===== src/rtl/tm_sch_pkg.sv =====
// ============================================================================
// Module : tm_sch_pkg
// Brief  : Shared types and defaults for the third-level TM scheduler
//          priority selector (queue/scheduler id widths, control word,
//          selector FSM states).
// Rev    : 1.0  initial release
// ============================================================================
`default_nettype none

package tm_sch_pkg;

    localparam int TM_QID_NBITS = 8;
    localparam int TM_SCH_NBITS = 4;

    // Default number of cycles to wait for the control memory to answer.
    localparam int TM_SEL_ACK_TIMEOUT = 64;

    typedef logic [TM_QID_NBITS-1:0] qid_t;
    typedef logic [TM_SCH_NBITS-1:0] sch_id_t;

    // Control word as stored in the priority scheduler control memory.
    typedef struct packed {
        qid_t qid_hi;
        qid_t qid_lo;
    } pri_ctrl_t;

    // Selector FSM states.
    typedef enum logic [2:0] {
        S_IDLE = 3'd0,
        S_RD   = 3'd1,
        S_WAIT = 3'd2,
        S_CALC = 3'd3,
        S_OUT  = 3'd4
    } sel_state_e;

endpackage

`default_nettype wire


===== src/rtl/tm_sch_rr_ptr_ram.sv =====
// ============================================================================
// Module : tm_sch_rr_ptr_ram
// Brief  : Round-robin last-served pointer store, one entry per scheduler.
//          1R1W with registered read; a separate valid-bit vector is cleared
//          by reset so stale pointers are never trusted. A same-address
//          read and write in one cycle returns the old data.
// Rev    : 1.0  initial release
// ============================================================================
`default_nettype none

module tm_sch_rr_ptr_ram #(
    parameter int AW = 4,
    parameter int DW = 8
) (
    input  logic          clk,
    input  logic          rst,
    input  logic          rd_en_i,
    input  logic [AW-1:0] raddr_i,
    output logic [DW-1:0] rdata_o,
    output logic          rvld_o,
    input  logic          we_i,
    input  logic [AW-1:0] waddr_i,
    input  logic [DW-1:0] wdata_i
);

    localparam int c_depth = 1 << AW;

    logic [DW-1:0]      mem_q [c_depth];
    logic [DW-1:0]      rdata_q;
    logic [c_depth-1:0] vld_q;
    logic               rvld_q;

    // Pointer storage: plain memory, no reset, registered read port.
    always_ff @(posedge clk) begin
        if (we_i) begin
            mem_q[waddr_i] <= wdata_i;
        end
        if (rd_en_i) begin
            rdata_q <= mem_q[raddr_i];
        end
    end

    // Valid bits: cleared by reset, set on first write, read alongside data.
    always_ff @(posedge clk) begin
        if (rst) begin
            vld_q  <= '0;
            rvld_q <= 1'b0;
        end else begin
            if (rd_en_i) begin
                rvld_q <= vld_q[raddr_i];
            end
            if (we_i) begin
                vld_q[waddr_i] <= 1'b1;
            end
        end
    end

    assign rdata_o = rdata_q;
    assign rvld_o  = rvld_q;

endmodule

`default_nettype wire


===== src/rtl/tm_sch_pri_sel.sv =====
// ============================================================================
// Module : tm_sch_pri_sel
// Brief  : Round-robin queue selector for one priority level of the
//          third-level TM scheduler. Reads the {qid_hi,qid_lo} control word
//          for the requested scheduler, picks the queue after the last one
//          served (wrapping inside the range) and offers it downstream with
//          a valid/ready handshake.
//          Optional statistics counters: define TM_SCH_PRI_SEL_STATS_EN.
// Rev    : 1.0  initial release
// ============================================================================
`default_nettype none

module tm_sch_pri_sel
    import tm_sch_pkg::*;
#(
    parameter int QID_NBITS   = TM_QID_NBITS,
    parameter int SCH_NBITS   = TM_SCH_NBITS,
    parameter int WIDTH       = (QID_NBITS << 1),
    parameter int ACK_TIMEOUT = TM_SEL_ACK_TIMEOUT
) (
    input  logic                 clk,
    input  logic                 rst,
    input  logic                 sch_req,
    input  logic [SCH_NBITS-1:0] sch_id,
    output logic                 sch_rdy,
    output logic                 ctrl_rd,
    output logic [SCH_NBITS-1:0] ctrl_raddr,
    input  logic                 ctrl_ack,
    input  logic [WIDTH-1:0]     ctrl_rdata,
    output logic                 sel_valid,
    input  logic                 sel_ready,
    output logic [QID_NBITS-1:0] sel_qid,
    output logic [SCH_NBITS-1:0] sel_sch_id,
    output logic                 sel_err
`ifdef TM_SCH_PRI_SEL_STATS_EN
    ,
    output logic [31:0]          stat_grant_cnt,
    output logic [15:0]          stat_err_cnt
`endif
);

    // Timeout counter must hold ACK_TIMEOUT-1.
    localparam int c_to_w = $clog2(ACK_TIMEOUT + 1);
    localparam logic [c_to_w-1:0] c_to_last = c_to_w'(ACK_TIMEOUT - 1);

    sel_state_e           state_q;
    logic                 sch_rdy_q;
    logic                 ctrl_rd_q;
    logic [SCH_NBITS-1:0] ctrl_raddr_q;
    logic [WIDTH-1:0]     ctrl_q;
    logic [c_to_w-1:0]    to_cnt_q;
    logic                 sel_valid_q;
    logic [QID_NBITS-1:0] sel_qid_q;
    logic [SCH_NBITS-1:0] sel_sch_id_q;
    logic                 sel_err_q;

    logic                 w_hs;
    logic                 w_ram_rd;
    logic                 w_ram_we;
    logic [QID_NBITS-1:0] w_ram_rdata;
    logic                 w_ram_rvld;
    logic [QID_NBITS-1:0] w_hi;
    logic [QID_NBITS-1:0] w_lo;
    logic [QID_NBITS:0]   w_ptr_inc;
    logic [QID_NBITS-1:0] w_pick_qid;
    logic                 w_pick_err;

    assign w_hs = (state_q == S_OUT) && sel_valid_q && sel_ready;

    // The pointer is fetched when the control word arrives so it is ready in
    // CALC; the write happens only on the OUT handshake, so the two never
    // coincide.
    assign w_ram_rd = (state_q == S_WAIT) && ctrl_ack;
    assign w_ram_we = w_hs && !sel_err_q;

    tm_sch_rr_ptr_ram #(
        .AW (SCH_NBITS),
        .DW (QID_NBITS)
    ) u_ptr_ram (
        .clk     (clk),
        .rst     (rst),
        .rd_en_i (w_ram_rd),
        .raddr_i (ctrl_raddr_q),
        .rdata_o (w_ram_rdata),
        .rvld_o  (w_ram_rvld),
        .we_i    (w_ram_we),
        .waddr_i (sel_sch_id_q),
        .wdata_i (sel_qid_q)
    );

    assign w_hi = ctrl_q[WIDTH-1:QID_NBITS];
    assign w_lo = ctrl_q[QID_NBITS-1:0];

    // Round-robin pick: restart at lo when the pointer is unknown or outside
    // [lo,hi). ptr+1 > hi is evaluated one bit wider, which is the same as
    // ptr >= hi and can never overflow even for hi = all-ones.
    always_comb begin
        w_ptr_inc  = {1'b0, w_ram_rdata} + {{QID_NBITS{1'b0}}, 1'b1};
        w_pick_err = (w_hi < w_lo);
        if (w_pick_err) begin
            w_pick_qid = w_lo;
        end else if (!w_ram_rvld || (w_ptr_inc > {1'b0, w_hi}) || (w_ram_rdata < w_lo)) begin
            w_pick_qid = w_lo;
        end else begin
            w_pick_qid = w_ptr_inc[QID_NBITS-1:0];
        end
    end

    // Request sequencer: IDLE -> RD -> WAIT -> CALC -> OUT -> IDLE, all outputs registered.
    always_ff @(posedge clk) begin
        if (rst) begin
            state_q      <= S_IDLE;
            sch_rdy_q    <= 1'b0;
            ctrl_rd_q    <= 1'b0;
            ctrl_raddr_q <= '0;
            ctrl_q       <= '0;
            to_cnt_q     <= '0;
            sel_valid_q  <= 1'b0;
            sel_qid_q    <= '0;
            sel_sch_id_q <= '0;
            sel_err_q    <= 1'b0;
        end else begin
            ctrl_rd_q <= 1'b0;
            case (state_q)
                S_IDLE: begin
                    sch_rdy_q <= 1'b1;
                    if (sch_req && sch_rdy_q) begin
                        ctrl_raddr_q <= sch_id;
                        ctrl_rd_q    <= 1'b1;
                        sch_rdy_q    <= 1'b0;
                        state_q      <= S_RD;
                    end
                end
                S_RD: begin
                    to_cnt_q <= '0;
                    state_q  <= S_WAIT;
                end
                S_WAIT: begin
                    if (ctrl_ack) begin
                        ctrl_q  <= ctrl_rdata;
                        state_q <= S_CALC;
                    end else if (to_cnt_q == c_to_last) begin
                        sel_valid_q  <= 1'b1;
                        sel_err_q    <= 1'b1;
                        sel_qid_q    <= '0;
                        sel_sch_id_q <= ctrl_raddr_q;
                        state_q      <= S_OUT;
                    end else begin
                        to_cnt_q <= to_cnt_q + c_to_w'(1);
                    end
                end
                S_CALC: begin
                    sel_valid_q  <= 1'b1;
                    sel_err_q    <= w_pick_err;
                    sel_qid_q    <= w_pick_qid;
                    sel_sch_id_q <= ctrl_raddr_q;
                    state_q      <= S_OUT;
                end
                S_OUT: begin
                    if (sel_ready) begin
                        sel_valid_q <= 1'b0;
                        sch_rdy_q   <= 1'b1;
                        state_q     <= S_IDLE;
                    end
                end
                default: begin
                    state_q <= S_IDLE;
                end
            endcase
        end
    end

    assign sch_rdy    = sch_rdy_q;
    assign ctrl_rd    = ctrl_rd_q;
    assign ctrl_raddr = ctrl_raddr_q;
    assign sel_valid  = sel_valid_q;
    assign sel_qid    = sel_qid_q;
    assign sel_sch_id = sel_sch_id_q;
    assign sel_err    = sel_err_q;

`ifdef TM_SCH_PRI_SEL_STATS_EN
    logic [31:0] grant_cnt_q;
    logic [15:0] err_cnt_q;

    // Saturating grant/error counters, advanced on each OUT handshake.
    always_ff @(posedge clk) begin
        if (rst) begin
            grant_cnt_q <= '0;
            err_cnt_q   <= '0;
        end else if (w_hs) begin
            if (!sel_err_q && (grant_cnt_q != '1)) begin
                grant_cnt_q <= grant_cnt_q + 32'd1;
            end
            if (sel_err_q && (err_cnt_q != '1)) begin
                err_cnt_q <= err_cnt_q + 16'd1;
            end
        end
    end

    assign stat_grant_cnt = grant_cnt_q;
    assign stat_err_cnt   = err_cnt_q;
`endif

endmodule

`default_nettype wire


===== config.mk =====
export PLATFORM = sky130hd
export DESIGN_NAME = tm_sch_pri_sel
export DESIGN_NICKNAME = d
export VERILOG_FILES = /design/src/rtl/tm_sch_pkg.sv /design/src/rtl/tm_sch_rr_ptr_ram.sv /design/src/rtl/tm_sch_pri_sel.sv
export SDC_FILE = /design/constraint.sdc
export NUM_CORES = 1
export LEC_CHECK = 0
export ABC_CLOCK_PERIOD_IN_PS = 3100
export BUFFER_PORTS_ARGS = -buffer_cell sky130_fd_sc_hd__clkbuf_2
export CAP_MARGIN = 20
export CELL_PAD_IN_SITES_DETAIL_PLACEMENT = 1
export CELL_PAD_IN_SITES_GLOBAL_PLACEMENT = 1
export CORE_MARGIN = 2
export CORE_UTILIZATION = 45
export CTS_CLUSTER_SIZE = 28
export DETAILED_ROUTE_END_ITERATION = 10
export PLACE_DENSITY_LB_ADDON = 0.05
export SETUP_SLACK_MARGIN = 0.5
export SLEW_MARGIN = 40
export SYNTH_ARGS = -nofsm -noshare
export SYNTH_HDL_FRONTEND = slang
export SYNTH_SLANG_ARGS = --single-unit

===== constraint.sdc =====
create_clock -name clk -period 3.1 [get_ports clk]
set_clock_uncertainty 0.15 [all_clocks]
set_input_delay 0.465 -clock clk [delete_from_list [all_inputs] [get_ports clk]]
set_output_delay 0.465 -clock clk [all_outputs]
set_load 0.02 [all_outputs]

==> key figures <==
Timing
  • Final Setup Violations: 0
  • Final hold violations: 0
  • TNS Setup: 0 ns
  • Peak Freq: 0.366 GHz
  • Final min period: 2.74 ns
  • Least-Margin Pin Slew: 0.808 ns
  • Slew headroom: 46.1%
  • Slew Viols, Final: 0
  • Final worst-path cycle share: 88.2%
  • Unrepaired setup endpoints after global routing: true

Global route
  • GRT Overall Usage: 21.8%
  • Vias in the first global route: 5,495
  • Antenna violations before repair: 0
  • Pin count of the biggest net entering global routing: 40
  • First-pass GRT wire length: 32,000 um
  • Total grt overflow: 0

Worst setup path
  • Setup CP Type: flip-flop to flip-flop
  • CP Launch Type: flip-flop
  • Critical Path RT: 3.30 ns
  • Crit. End Element: flip-flop
  • CP max FO: 5
  • Reg2Reg Depth: 10
  • Critical path arrival: 2.93 ns

Yosys
  • Synth top area share: 49.2%
  • Syn Inst Count: 569
  • Synth Flop Type: edfxtp_1
  • Number of synthesized flops with an enable pin: 136
  • Largest cells by area after synthesis: edfxtp_1 49%, dfxtp_1 15%, mux4_2 12%, ha_1 3.6%, nor2_1 2.7%
  • Leading area contributor after synthesis: edfxtp_1
  • Average cell area after synthesis: 14.6 um^2
  • Mapped cell area: 0.00831 mm^2
  • Register area share after synthesis: 64.3%
  • Syn_nets: 618
  • Netlist cell types: 52
  • Seq cells post-synth: 199
  • Post-synth ARST share: 0%
  • Synth warnings: 0

Final layout
  • Number of inserted diodes: 0
  • Layout fillers: 1,756
  • Final Core Density: 54.9%
  • Layout cell share with drive strength beyond 1: 31.6%
  • Non-Filler Instances: 890
  • Area growth syn-to-layout: 19.2%
  • Final #Nets: 697

Clock network
  • Sink Count: 199
  • CTS tree: done
  • Worst skew pair latency: 0.44 ns
  • Root buf cell: clkbuf_16
  • Clk slew on worst S/H paths: 0.08 ns
  • CTS max path bufs: 2
  • CTS H-tree lvls: 4
  • Num CTS Buffers: 17

Route
  • Vias: 5,133
  • Detailed Routing Iterations Pass 1: 4
  • Post-route antenna net violation count: 0
  • DR WL/cell: 23.1 um
  • DR vias/cell: 5.77
  • DRC: 0
  • Final WL: 20,500 um
  • Iter 0 DRT Violations: 364

Power and ir drop
  • Pleak: 0.00330 uW
  • PwrDens: 555 mW/mm^2
  • Pint: 4130 uW
  • Clock share of power: 41.9%
  • Combinational power share: 6.2%
  • Flop pwr share: 51.9%
  • Peak supply drop: 0.394 mV
  • Switching share of power: 24.8%
  • Sw Pwr: 1360 uW

Floorplan
  • Die height: 140 um
  • Die Wd: 140 um
  • Number of core rows: 49
  • Die area: 0.0196 mm^2
  • Boundary pin count: 45
  • Initial Util: 46.1%
  • Core Footprint: 0.0180 mm^2

Min path
  • Min-Delay Path Class: input pin to flip-flop
  • Hold Path Stages: 3

Placement
  • RD Place Congestion: 0.853
  • DP Wirelength: 13,800 um
  • Placed insts: 844
  • Number of port buffers: 44

Outcome
  • Status: completed

Job
  • Max-cap violation count: 0
-- cell usage in the layout, fill, tap and decap left out, types with 4 or more instances in the layout --
master,synthesis,final
mux4_2,45,45
nor3_1,6,6
a31oi_1,7,7
clkinv_8,0,5
nand3_1,12,5
nor2_1,60,57
o21ai_0,5,4
o21ba_2,6,6
edfxtp_1,136,136
nand4_1,5,5
dfxtp_1,63,61
nand2_1,52,49
ha_1,24,21
inv_1,21,21
o31ai_1,6,6
buf_4,1,35
nand3_2,0,5
inv_8,0,4
nand2b_1,7,7
clkbuf_2,0,44
xor2_1,7,5
or3_1,5,4
a21oi_1,24,23
clkbuf_16,0,18
mux2i_1,6,6
nor4_2,0,5
-- critical path, cell delays in order, from the launching register on --
cell	delay (ns)
edfxtp_1	0.52
ha_4	0.25
nand2_2	0.09
nor2_4	0.05
xor2_2	0.16
ha_1	0.38
nand3_2	0.12
or3_4	0.39
o211ai_4	0.14
a31oi_1	0.12
o31ai_1	0.27
-- through the flow --
stage	area (um^2)	worst slack (ns)	hold WS, ns	power (uW)
detailed placement	8900	0.373	0.317	3210
global route	9900	0.255	0.0863	5680
global placement	8900	0.462	0.295	3200
CTS	9650	0.492	0.0706	5520
finish	9900	0.365	0.0856	5500
floorplan	8310	0.667	0.285	3110
-- Yosys cell counts, types with 7 or more instances --
cell type,number
a21oi_1,24
a31oi_1,7
clkbuf_1,12
dfxtp_1,63
edfxtp_1,136
ha_1,24
inv_1,21
mux4_2,45
nand2_1,52
nand2b_1,7
nand3_1,12
nor2_1,60
nor4_1,7
xor2_1,7
-- power by group through the flow --
stage                     Combinational [uW]  Sequential (uW)  Clock [uW]
final                                    340             2850        2300
after floorplan                          212             2900           0
after global placement                   291             2910           0
after detailed placement                 297             2910           0
after global routing                     369             2860        2450
after CTS                                313             2850        2360
-- metal layers --
layer,track usage (%),part of all wire (%),routed length (um)
met1,29.9,44,8990
met2,35.3,50,10400
met3,3.75,3.4,693
met4,7.58,2.5,504
met5,0,0,0
-- final timing paths --
path | startpoint | slack (ns) | end
worst max-delay path | u_ptr_ram.rdata_o[0] | 0.36 | sel_qid[7]
worst min-delay path | ctrl_rdata[13] | 0.09 | ctrl_q[13]
worst max register to register | u_ptr_ram.rdata_o[0] | 0.36 | sel_qid[7]
worst min register to register | u_ptr_ram.rvld_o | 0.32 | u_ptr_ram.rvld_o
-- area by class of cell --
class | instances | area [um^2] | area share, %
Sequential cell | 199 | 5350 | 54.0
Multi-Input combinational cell | 326 | 3020 | 30.5
Timing Repair Buffer | 82 | 534 | 5.40
Clock buffer | 18 | 450 | 4.55
Tap cell | 229 | 287 | 2.89
Clock inverter | 14 | 184 | 1.86
Inverter | 22 | 82.6 | 0.834
-- registers in the layout, summed over array words and instances, names as in the netlist, 3 cells and up --
name,count
u_ptr_ram.mem_q,128
ctrl_q,16
u_ptr_ram.vld_q,16
sel_qid,8
u_ptr_ram.rdata_o,8
to_cnt_q,7
ctrl_raddr,4
sel_sch_id,4
state_q,3
-- repair_timing --
| action | in CTS | in global routing |
|---|---|---|
| buffers inserted | 7 | 6 |
| gates resized for setup | 12 | 33 |
| setup endpoints to repair | 8 | 8 |
| pin swaps | 3 | 19 |
| cloned | 1 | 0 |
| hold buffers | 0 | 0 |
-- cell families (layout without fill, tap and decap cells) --
family	Yosys count	count (layout)	share of synthesized area (%)
AOI/OAI and AO/OA	70	71	5.99
xor gates and xnor gates	10	10	1.05
adders and majority gates	24	24	3.61
buffers and inverters	45	136	2.61
DFF	199	199	64.3
muxes	52	52	13.1
and+or+nand+nor	169	169	9.34
Power figures use the tool's default switching activity.
